**config.mk**
```make
export PLATFORM = sky130hd
export DESIGN_NAME = jk_updown_counter_flat
export DESIGN_NICKNAME = d
export VERILOG_FILES = /design/src/rtl/jk_counter_pkg.sv /design/src/rtl/jk_updown_counter_if.sv /design/src/rtl/jk_updown_counter_cell.sv /design/src/rtl/jk_updown_counter.sv /design/src/flat_wrapper.sv
export SDC_FILE = /design/constraint.sdc
export NUM_CORES = 1
export LEC_CHECK = 0
export BUFFER_PORTS_ARGS = -buffer_cell sky130_fd_sc_hd__buf_4
export CORE_AREA = 3 3 40 42
export DETAILED_ROUTE_END_ITERATION = 6
export DIE_AREA = 0 0 43 45
export PLACE_DENSITY_LB_ADDON = 0.08
export SYNTH_ARGS = -nofsm -noshare
export SYNTH_HDL_FRONTEND = slang
export SYNTH_SLANG_ARGS = --single-unit
```
**constraint.sdc**
```tcl
create_clock -name clk -period 7.4 [get_ports clk]
set_input_delay 0.37 -clock clk [delete_from_list [all_inputs] [get_ports clk]]
set_output_delay 0.37 -clock clk [all_outputs]
set_load 0.02 [all_outputs]
```
**src/rtl/jk_counter_pkg.sv**
```systemverilog
// ---------------------------------------------------------------------------
// jk_counter_pkg
// Purpose : shared definitions for the JK-cell based up/down counter.
//   - JK input encodings used by the excitation logic and the storage cell.
//   - clamp_load(): limits a parallel-load value to the counter's range.
// Ports   : none (package).
// ---------------------------------------------------------------------------
package jk_counter_pkg;

  // {J, K} encodings
  localparam logic [1:0] JK_HOLD   = 2'b00;
  localparam logic [1:0] JK_RESET  = 2'b01;
  localparam logic [1:0] JK_SET    = 2'b10;
  localparam logic [1:0] JK_TOGGLE = 2'b11;

  // Any load value above the terminal value is replaced by the terminal
  // value, so an out-of-range count can never be stored.
  function automatic int unsigned clamp_load(input int unsigned val,
                                             input int unsigned max_val);
    return (val > max_val) ? max_val : val;
  endfunction

endpackage

```
**src/rtl/jk_updown_counter_if.sv**
```systemverilog
// ---------------------------------------------------------------------------
// jk_updown_counter_if
// Purpose : groups the control inputs and count outputs of jk_updown_counter.
// Signals : en, up_dn, load, load_val[WIDTH] (controls, driven by master)
//           count[WIDTH], count_bar[WIDTH], tc (status, driven by slave)
// Modports: master - the block controlling the counter
//           slave  - the counter itself
// ---------------------------------------------------------------------------
interface jk_updown_counter_if #(
  parameter int WIDTH = 4
);
  logic             en;
  logic             up_dn;
  logic             load;
  logic [WIDTH-1:0] load_val;
  logic [WIDTH-1:0] count;
  logic [WIDTH-1:0] count_bar;
  logic             tc;

  modport master (
    output en, up_dn, load, load_val,
    input  count, count_bar, tc
  );

  modport slave (
    input  en, up_dn, load, load_val,
    output count, count_bar, tc
  );
endinterface

```
**src/rtl/jk_updown_counter_cell.sv**
```systemverilog
// ---------------------------------------------------------------------------
// jk_cell_sync
// Purpose : one JK storage cell with synchronous active-high reset.
// Ports   : clk      - rising-edge clock
//           rst      - synchronous reset, active-high (q=0, q_bar=1)
//           j_i, k_i - JK inputs: 00 hold, 01 reset, 10 set, 11 toggle
//           q_o      - stored bit
//           q_bar_o  - complement of the stored bit
// ---------------------------------------------------------------------------
module jk_cell_sync
  import jk_counter_pkg::*;
(
  input  logic clk,
  input  logic rst,
  input  logic j_i,
  input  logic k_i,
  output logic q_o,
  output logic q_bar_o
);

  logic q_q;
  logic q_d;

  always_comb begin
    q_d = q_q;
    case ({j_i, k_i})
      JK_HOLD:   q_d = q_q;
      JK_RESET:  q_d = 1'b0;
      JK_SET:    q_d = 1'b1;
      JK_TOGGLE: q_d = ~q_q;
    endcase
  end

  always_ff @(posedge clk) begin
    if (rst) begin
      q_q <= 1'b0;
    end else begin
      q_q <= q_d;
    end
  end

  // Q_bar is derived from the single stored bit so it can never disagree
  // with Q.
  assign q_o     = q_q;
  assign q_bar_o = ~q_q;

endmodule

```
**src/rtl/jk_updown_counter.sv**
```systemverilog
// ---------------------------------------------------------------------------
// jk_updown_counter
// Purpose : synchronous modulo-(MAX_COUNT+1) up/down counter with parallel
//           load, built from WIDTH JK cells plus excitation logic.
//           Priority per edge: rst > load > en > hold.
// Params  : WIDTH (2..16), MAX_COUNT (<= 2**WIDTH-1)
// Ports   : clk  - rising-edge clock
//           rst  - synchronous reset, active-high (count=0)
//           bus  - jk_updown_counter_if.slave:
//                  en, up_dn, load, load_val -> count, count_bar, tc
// Options : JK_CNT_SATURATE_EN - when defined, counting stops at the bounds
//           (MAX_COUNT going up, 0 going down) instead of wrapping.
// ---------------------------------------------------------------------------
module jk_updown_counter
  import jk_counter_pkg::*;
#(
  parameter int WIDTH     = 4,
  parameter int MAX_COUNT = 9
) (
  input  logic                   clk,
  input  logic                   rst,
  jk_updown_counter_if.slave     bus
);

  localparam logic [WIDTH-1:0] MAX_W   = WIDTH'(MAX_COUNT);
  localparam logic [WIDTH:0]   MAX_EXT = (WIDTH+1)'(MAX_COUNT);

  logic [WIDTH-1:0] count_q;
  logic [WIDTH-1:0] count_bar_q;
  logic [WIDTH-1:0] next_d;
  logic [WIDTH-1:0] load_clamped;
  logic [WIDTH:0]   inc_ext;
  logic [WIDTH:0]   dec_ext;
  logic [WIDTH-1:0] j_d;
  logic [WIDTH-1:0] k_d;

  assign load_clamped = WIDTH'(clamp_load(32'(bus.load_val), 32'(MAX_COUNT)));

  // One extra bit keeps +1 at 2**WIDTH-1 and -1 at 0 visible.
  assign inc_ext = {1'b0, count_q} + 1'b1;
  assign dec_ext = {1'b0, count_q} - 1'b1;

  always_comb begin
    next_d = count_q;
    if (bus.load) begin
      next_d = load_clamped;
    end else if (bus.en) begin
      if (bus.up_dn) begin
        if (inc_ext > MAX_EXT) begin
`ifdef JK_CNT_SATURATE_EN
          next_d = MAX_W;
`else
          next_d = '0;
`endif
        end else begin
          next_d = inc_ext[WIDTH-1:0];
        end
      end else begin
        // Top bit set means the decrement borrowed, i.e. count was 0.
        if (dec_ext[WIDTH]) begin
`ifdef JK_CNT_SATURATE_EN
          next_d = '0;
`else
          next_d = MAX_W;
`endif
        end else begin
          next_d = dec_ext[WIDTH-1:0];
        end
      end
    end
  end

  // Excitation: set bits that must rise, reset bits that must fall, hold
  // the rest. Toggle is never requested.
  assign j_d = ~count_q & next_d;
  assign k_d = count_q & ~next_d;

  genvar gi;
  generate
    for (gi = 0; gi < WIDTH; gi++) begin : g_cell
      jk_cell_sync u_cell (
        .clk     (clk),
        .rst     (rst),
        .j_i     (j_d[gi]),
        .k_i     (k_d[gi]),
        .q_o     (count_q[gi]),
        .q_bar_o (count_bar_q[gi])
      );
    end
  endgenerate

  assign bus.count     = count_q;
  assign bus.count_bar = count_bar_q;
  assign bus.tc        = bus.en & ~bus.load &
                         ((bus.up_dn & (count_q == MAX_W)) |
                          (~bus.up_dn & (count_q == '0)));

endmodule

```
**src/flat_wrapper.sv**
```systemverilog
// flat-port wrapper written by rule: the top's interface ports become plain ports
module jk_updown_counter_flat import jk_counter_pkg::*;
#(
  parameter int WIDTH     = 4,
  parameter int MAX_COUNT = 9
)
  (clk, rst, bus_en, bus_up_dn, bus_load, bus_load_val, bus_count, bus_count_bar, bus_tc);
  jk_updown_counter_if #(.WIDTH(WIDTH)) bus_i ();
  input  logic clk;
  input  logic rst;
  input wire logic [$bits(bus_i.en)-1:0] bus_en;
  input wire logic [$bits(bus_i.up_dn)-1:0] bus_up_dn;
  input wire logic [$bits(bus_i.load)-1:0] bus_load;
  input wire logic [$bits(bus_i.load_val)-1:0] bus_load_val;
  output wire logic [$bits(bus_i.count)-1:0] bus_count;
  output wire logic [$bits(bus_i.count_bar)-1:0] bus_count_bar;
  output wire logic [$bits(bus_i.tc)-1:0] bus_tc;
  assign bus_i.en = bus_en;
  assign bus_i.up_dn = bus_up_dn;
  assign bus_i.load = bus_load;
  assign bus_i.load_val = bus_load_val;
  assign bus_count = bus_i.count;
  assign bus_count_bar = bus_i.count_bar;
  assign bus_tc = bus_i.tc;
  jk_updown_counter #(.WIDTH(WIDTH), .MAX_COUNT(MAX_COUNT)) u_core (.clk(clk), .rst(rst), .bus(bus_i));
endmodule
```
After elaboration in Yosys (flattened, before gate mapping)
Cells that the tools add are included.
{ "op_classes": {"n_addsub": 2, "mux": 10, "bitwise": 15, "eq_ne": 13, "n_shift": 0, "magnitude_cmp": 2, "n_reduce_logical": 5, "n_mul": 0, "div": 0} }
{ "ops": {"columns": ["operator", "count"], "rows": [
  ["4-bit two-way mux", 6],
  ["2-bit equality test, second input constant", 8],
  ["1-bit one-hot mux with 3 select lines", 4],
  ["4-bit bitwise AND", 2],
  ["2-bit by 1-bit equality test with 1-bit output, second input constant", 4],
  ["2-bit logical NOT", 4],
  ["4-bit inverter", 2],
  ["1-bit inverter", 6],
  ["4-bit by 1-bit adder with 5-bit output, second input constant", 1],
  ["5-bit by 4-bit greater-than comparator with 1-bit output, second input constant", 1],
  ["4-bit by 1-bit subtractor with 5-bit output, second input constant", 1],
  ["1-bit bitwise AND", 4],
  ["4-bit equality test, second input constant", 1],
  ["4-bit greater-than comparator, second input constant", 1],
  ["4-bit logical NOT", 1],
  ["1-bit bitwise OR", 1]
]} }
{ "word_totals": {"romBits": 0, "mem_bits_rw": 0, "latch_bits": 0, "elab_cells": 51, "out_inout_bits": 9, "ff_bits": 4, "input_bits": 9, "mem_count": 0} }

Depth between registers and ports, before layout
{ "depth": {"ltp_word": 10, "depth_mapped": 10} }

Hierarchy
A second synthesis with hierarchy kept.
{ "unflattened": {"cells_unflattened": 83, "area_unflattened_um2": 574.3} }
{ "by_module_without_submodules": {"columns": ["module", "seq_area_each_um2", "area_each_um2", "cells_each", "instances"], "rows": [
  ["jk_updown_counter", 0.0, 434.2, 67, 1],
  ["jk_cell_sync", 20.0, 35.0, 4, 4]
]} }

Least setup slack after synthesis
No wires, ideal clock.
{ "synth_timing": {"path_kind": "flip-flop to flip-flop", "start": "register u_core.g_cell[0].u_cell.q_q", "end": "register u_core.g_cell[3].u_cell.q_q", "path_slack_ps": 4815, "required_time_ps": 7286, "path_stages_with_launch": 11, "arrival_ps": 2471, "n_path_buf": 0, "synth_period_minus_slack_ps": 2585, "path_cell_list": "dfxtp_1 inv_1 ha_1 or2b_1 a31oi_1 a2111o_1 a221o_1 a22o_1 ha_1 mux2i_1 nor2_1"} }
{ "synth_via": {"elab_chain_len": 10} }
{ "synth_rtl": {"columns": ["element", "line_no", "source"], "rows": [
  ["start, declared", "jk_updown_counter_cell.sv:21", "logic q_q;"],
  ["start signal, assigned", "jk_updown_counter_cell.sv:38", "q_q <= q_d;"],
  ["4-bit by 1-bit adder with 5-bit output", "jk_updown_counter.sv:40", "assign inc_ext = {1'b0, count_q} + 1'b1;"],
  ["5-bit by 4-bit greater-than comparator with 1-bit output", "jk_updown_counter.sv:49", "if (inc_ext > MAX_EXT) begin"],
  ["4-bit two-way mux", "jk_updown_counter.sv:49", null],
  ["4-bit two-way mux *", "jk_updown_counter.sv:48", "if (bus.up_dn) begin"],
  ["4-bit two-way mux *", "jk_updown_counter.sv:47", "end else if (bus.en) begin"],
  ["4-bit two-way mux *", "jk_updown_counter.sv:45", "if (bus.load) begin"],
  ["4-bit inverter", "jk_updown_counter.sv:76", "assign k_d = count_q & ~next_d;"],
  ["4-bit bitwise AND", "jk_updown_counter.sv:76", null],
  ["2-bit equality test / 2-bit by 1-bit equality test with 1-bit output (equally long branches)", "jk_updown_counter_cell.sv:26", "case ({j_i, k_i})"],
  ["1-bit one-hot mux with 3 select lines", "jk_updown_counter_cell.sv:26", null],
  ["end signal, assigned", "jk_updown_counter_cell.sv:38", null],
  ["end, declared", "jk_updown_counter_cell.sv:21", null]
]} }
Every way passes the cells marked *; elsewhere a longest branch is shown, timed or not.
A chain may end at the register's enable or synchronous reset.

Worst setup path in the final report
Same ends and word-level chain as after synthesis.

==> results by group <==
Run status
  • Status: complete, no violations

Drt
  • Routed Wire Length: 1370 µm
  • Drt first-iter violations: 23
  • Metal2 WL: 658 µm
  • Wire length per cell: 13.1 µm
  • TritonRoute pass-1 iters: 6
  • ANT nets after route: 0
  • Met3 WL: 71 µm
  • Highest Signal Layer: met3
  • Wl on met1: 644 µm
  • Vias/cell: 5.86
  • # DRC: 0
  • Via Count: 615

Finish
  • Area of the multi-input gates: 443 µm²
  • Reg area: 80.1 µm²
  • Ant diodes: 0
  • Area grow syn2layout: 10.7%
  • Share of layout cells above drive strength 1: 0.267
  • Final #Nets: 109
  • Final core utilization: 0.563
  • Max reg flops: 4
  • Fin area: 723 µm²
  • Final Instance Count excl. Fillers: 105
  • Fillers: 131

Worst hold path
  • Hold Crit Class: input port to register
  • Worst hold path depth: 2
  • End of the worst hold path: u_core.g_cell[2].u_cell.q_o
  • Worst hold start: rst

Critical path
  • Crit start category: register
  • R2R setup slack: 4520 ps
  • Maximum fanout along the worst path: 10
  • Worst setup EP type: register
  • CP Class: register to register
  • Required @ worst endpoint: 7520 ps
  • Worst R2R Start: u_core.g_cell[0].u_cell.q_o
  • Data arrival time at the worst-slack endpoint: 2990 ps
  • Reg2reg path depth: 10
  • Worst R2R End: u_core.g_cell[3].u_cell.q_o

Global route
  • Vias in the first global route: 535
  • Initial antenna violation count: 0
  • GR Util All Layers: 0.158
  • Largest net degree at the start of global routing: 13
  • Total gr overflow: 0
  • First-pass GRT wire length: 2330 µm

Synth
  • Register area share after synthesis: 0.123
  • Top cells by count, synth: 8 x buf_4, 8 x ha_1, 7 x inv_1, 7 x nor2_1, 5 x a31oi_1
  • Mapped Cells: 82
  • Most used DFF post-synth: dfxtp_1
  • Cell taking the most area after synthesis: ha_1
  • Top-area cell type share of the netlist area: 0.153
  • Syn nets: 99
  • Syn avg cell area: 7.96 µm²
  • Synthesized flop and latch total: 4
  • FFs w/ async S/R, synth: 0
  • Top post-synthesis cells by area: ha_1 15%, dfxtp_1 12%, buf_4 9.2%, mux2i_1 6.1%, a31oi_1 4.8%
  • Syn. warnings: 0
  • Post-synth EDFFs: 0
  • Synth unique cells: 35
  • Mapped cell area: 653 µm²

Place
  • Routability cong.: 0.819
  • Post-Place Cells: 102
  • Post-DP HPWL: 1070 µm
  • Cell Area, Placed: 701 µm²
  • Number of I/O port buffers: 17

Timing
  • Setup TNS: 0 ps
  • Tcrit/Tclk final: 0.389
  • Unrepaired setup endpoints after global routing: false
  • Final Skew: 1.37 ps
  • Final setup viols: 0
  • Worst-Margin Slew: 431 ps
  • Slew headroom: 0.713
  • Final hold violation count: 0
  • Fin. max-slew vios: 0
  • Highest Clock Rate: 348 MHz
  • Minimum clock period: 2880 ps

Clock network
  • H-tree Lvls: 1
  • CTS buffer count: 3
  • Hold-fix buffers, CTS: 0
  • Cts repair resizes: 0
  • Clock transition at path regs: 40 ps
  • Clk root buf: clkbuf_4
  • Clk Latency, worst-skew pair: 230 ps
  • Sink Count: 4
  • CTS tree: done
  • Setup bufs post-CTS: 0
  • CTS Buffer Depth: 2

Floorplanning
  • I/O Pins: 18
  • Starting Density: 0.508
  • DIE AREA: 0.00194 mm²
  • # rows: 13
  • Die height: 45 µm
  • Die Span X: 43 µm
  • Core Area: 0.00128 mm²

Power and ir drop
  • Worst vdd ir: 0.000153 V
  • PD cells: 181 mW/mm²
  • Static Leak: 0.313 nW

Run
  • Max-cap check violation count: 0
-- through the flow --
step	power, mW	setup slack [ps]	hold WS [ps]
global route	0.144	4350	327
global placement	0.104	4530	563
CTS	0.133	4500	320
detailed placement	0.105	4500	564
floorplan	0.0925	4810	442
finish	0.131	4520	326
-- logic make-up (layout without fill, tap and decap cells) --
group                      Yosys count  in the layout  synth area share
muxes                                4              4            0.0613
buffers and inverters               20             28             0.199
adders and majority gates            8              8             0.153
and+or+nand+nor                     22             22             0.203
xor gates and xnor gates             1              1            0.0134
AOI/OAI and AO/OA                   23             23             0.247
DFF                                  4              4             0.123
-- worst max-delay path by stage --
| stage | from | end | slack [ps] |
|---|---|---|---|
| 2_1_floorplan | u_core.g_cell[0].u_cell.q_o | u_core.g_cell[3].u_cell.q_o | 4810 |
| 3_3_place_gp | u_core.g_cell[0].u_cell.q_o | u_core.g_cell[3].u_cell.q_o | 4530 |
| 3_5_place_dp | u_core.g_cell[0].u_cell.q_o | u_core.g_cell[3].u_cell.q_o | 4500 |
| 4_1_cts | u_core.g_cell[0].u_cell.q_o | u_core.g_cell[3].u_cell.q_o | 4500 |
| 5_1_grt | u_core.g_cell[0].u_cell.q_o | u_core.g_cell[3].u_cell.q_o | 4350 |
| 6_report | u_core.g_cell[0].u_cell.q_o | u_core.g_cell[3].u_cell.q_o | 4520 |
-- final cells by class --
cell class / instances / share of cell area
well taps: 15 / 0.0260
inverters: 8 / 0.0433
clock buffers: 3 / 0.0311
flip-flops and latches: 4 / 0.111
multi-input cells: 58 / 0.612
repair buffers: 17 / 0.176
-- critical path, stage by stage (launching register included) --
cell,delay (ps)
dfxtp_1,530
inv_1,190
ha_1,370
or2b_1,110
a31oi_1,70
a2111o_1,410
a221o_1,330
a22o_1,180
ha_1,280
mux2i_1,220
nor2_1,60
-- per-layer routing --
| layer | vias up | track usage |
|---|---|---|
| met2 | 19 | 0.266 |
| met1 | 288 | 0.198 |
| met5 | - | 0 |
| met4 | 0 | 0.0361 |
| li1 | 308 | - |
| met3 | 0 | 0.0478 |
-- cells in the final DEF, fill, tap and decap left out --
master	Yosys	final
a31oi_1	5	5
nor3_1	1	1
clkbuf_4	0	3
nor4_1	1	1
a221o_1	1	1
a2111o_1	1	1
or3b_2	1	1
nand3_4	1	1
o22ai_1	2	2
a211oi_1	1	1
a41oi_1	1	1
or2b_1	1	1
o221ai_1	1	1
o31ai_1	1	1
buf_4	8	17
or3_1	2	2
o21bai_1	1	1
nor3b_1	1	1
xnor2_1	1	1
and3_1	1	1
nand3b_1	2	2
a22o_1	1	1
or3b_1	1	1
dfxtp_1	4	4
nor2_1	7	7
nand2_1	3	3
mux2i_1	4	4
o21ai_0	3	3
clkinv_2	1	1
o31ai_2	1	1
ha_1	8	8
a21oi_1	4	4
inv_1	7	7
-- report_power, final --
part           internal [mW]  total, mW  switching [mW]  leakage [nW]
logic                 0.0329     0.0708          0.0379         0.266
registers             0.0247     0.0334         0.00873        0.0327
clock network         0.0181     0.0263         0.00821        0.0138
Note: power is estimated with default switching activity, not from simulation.
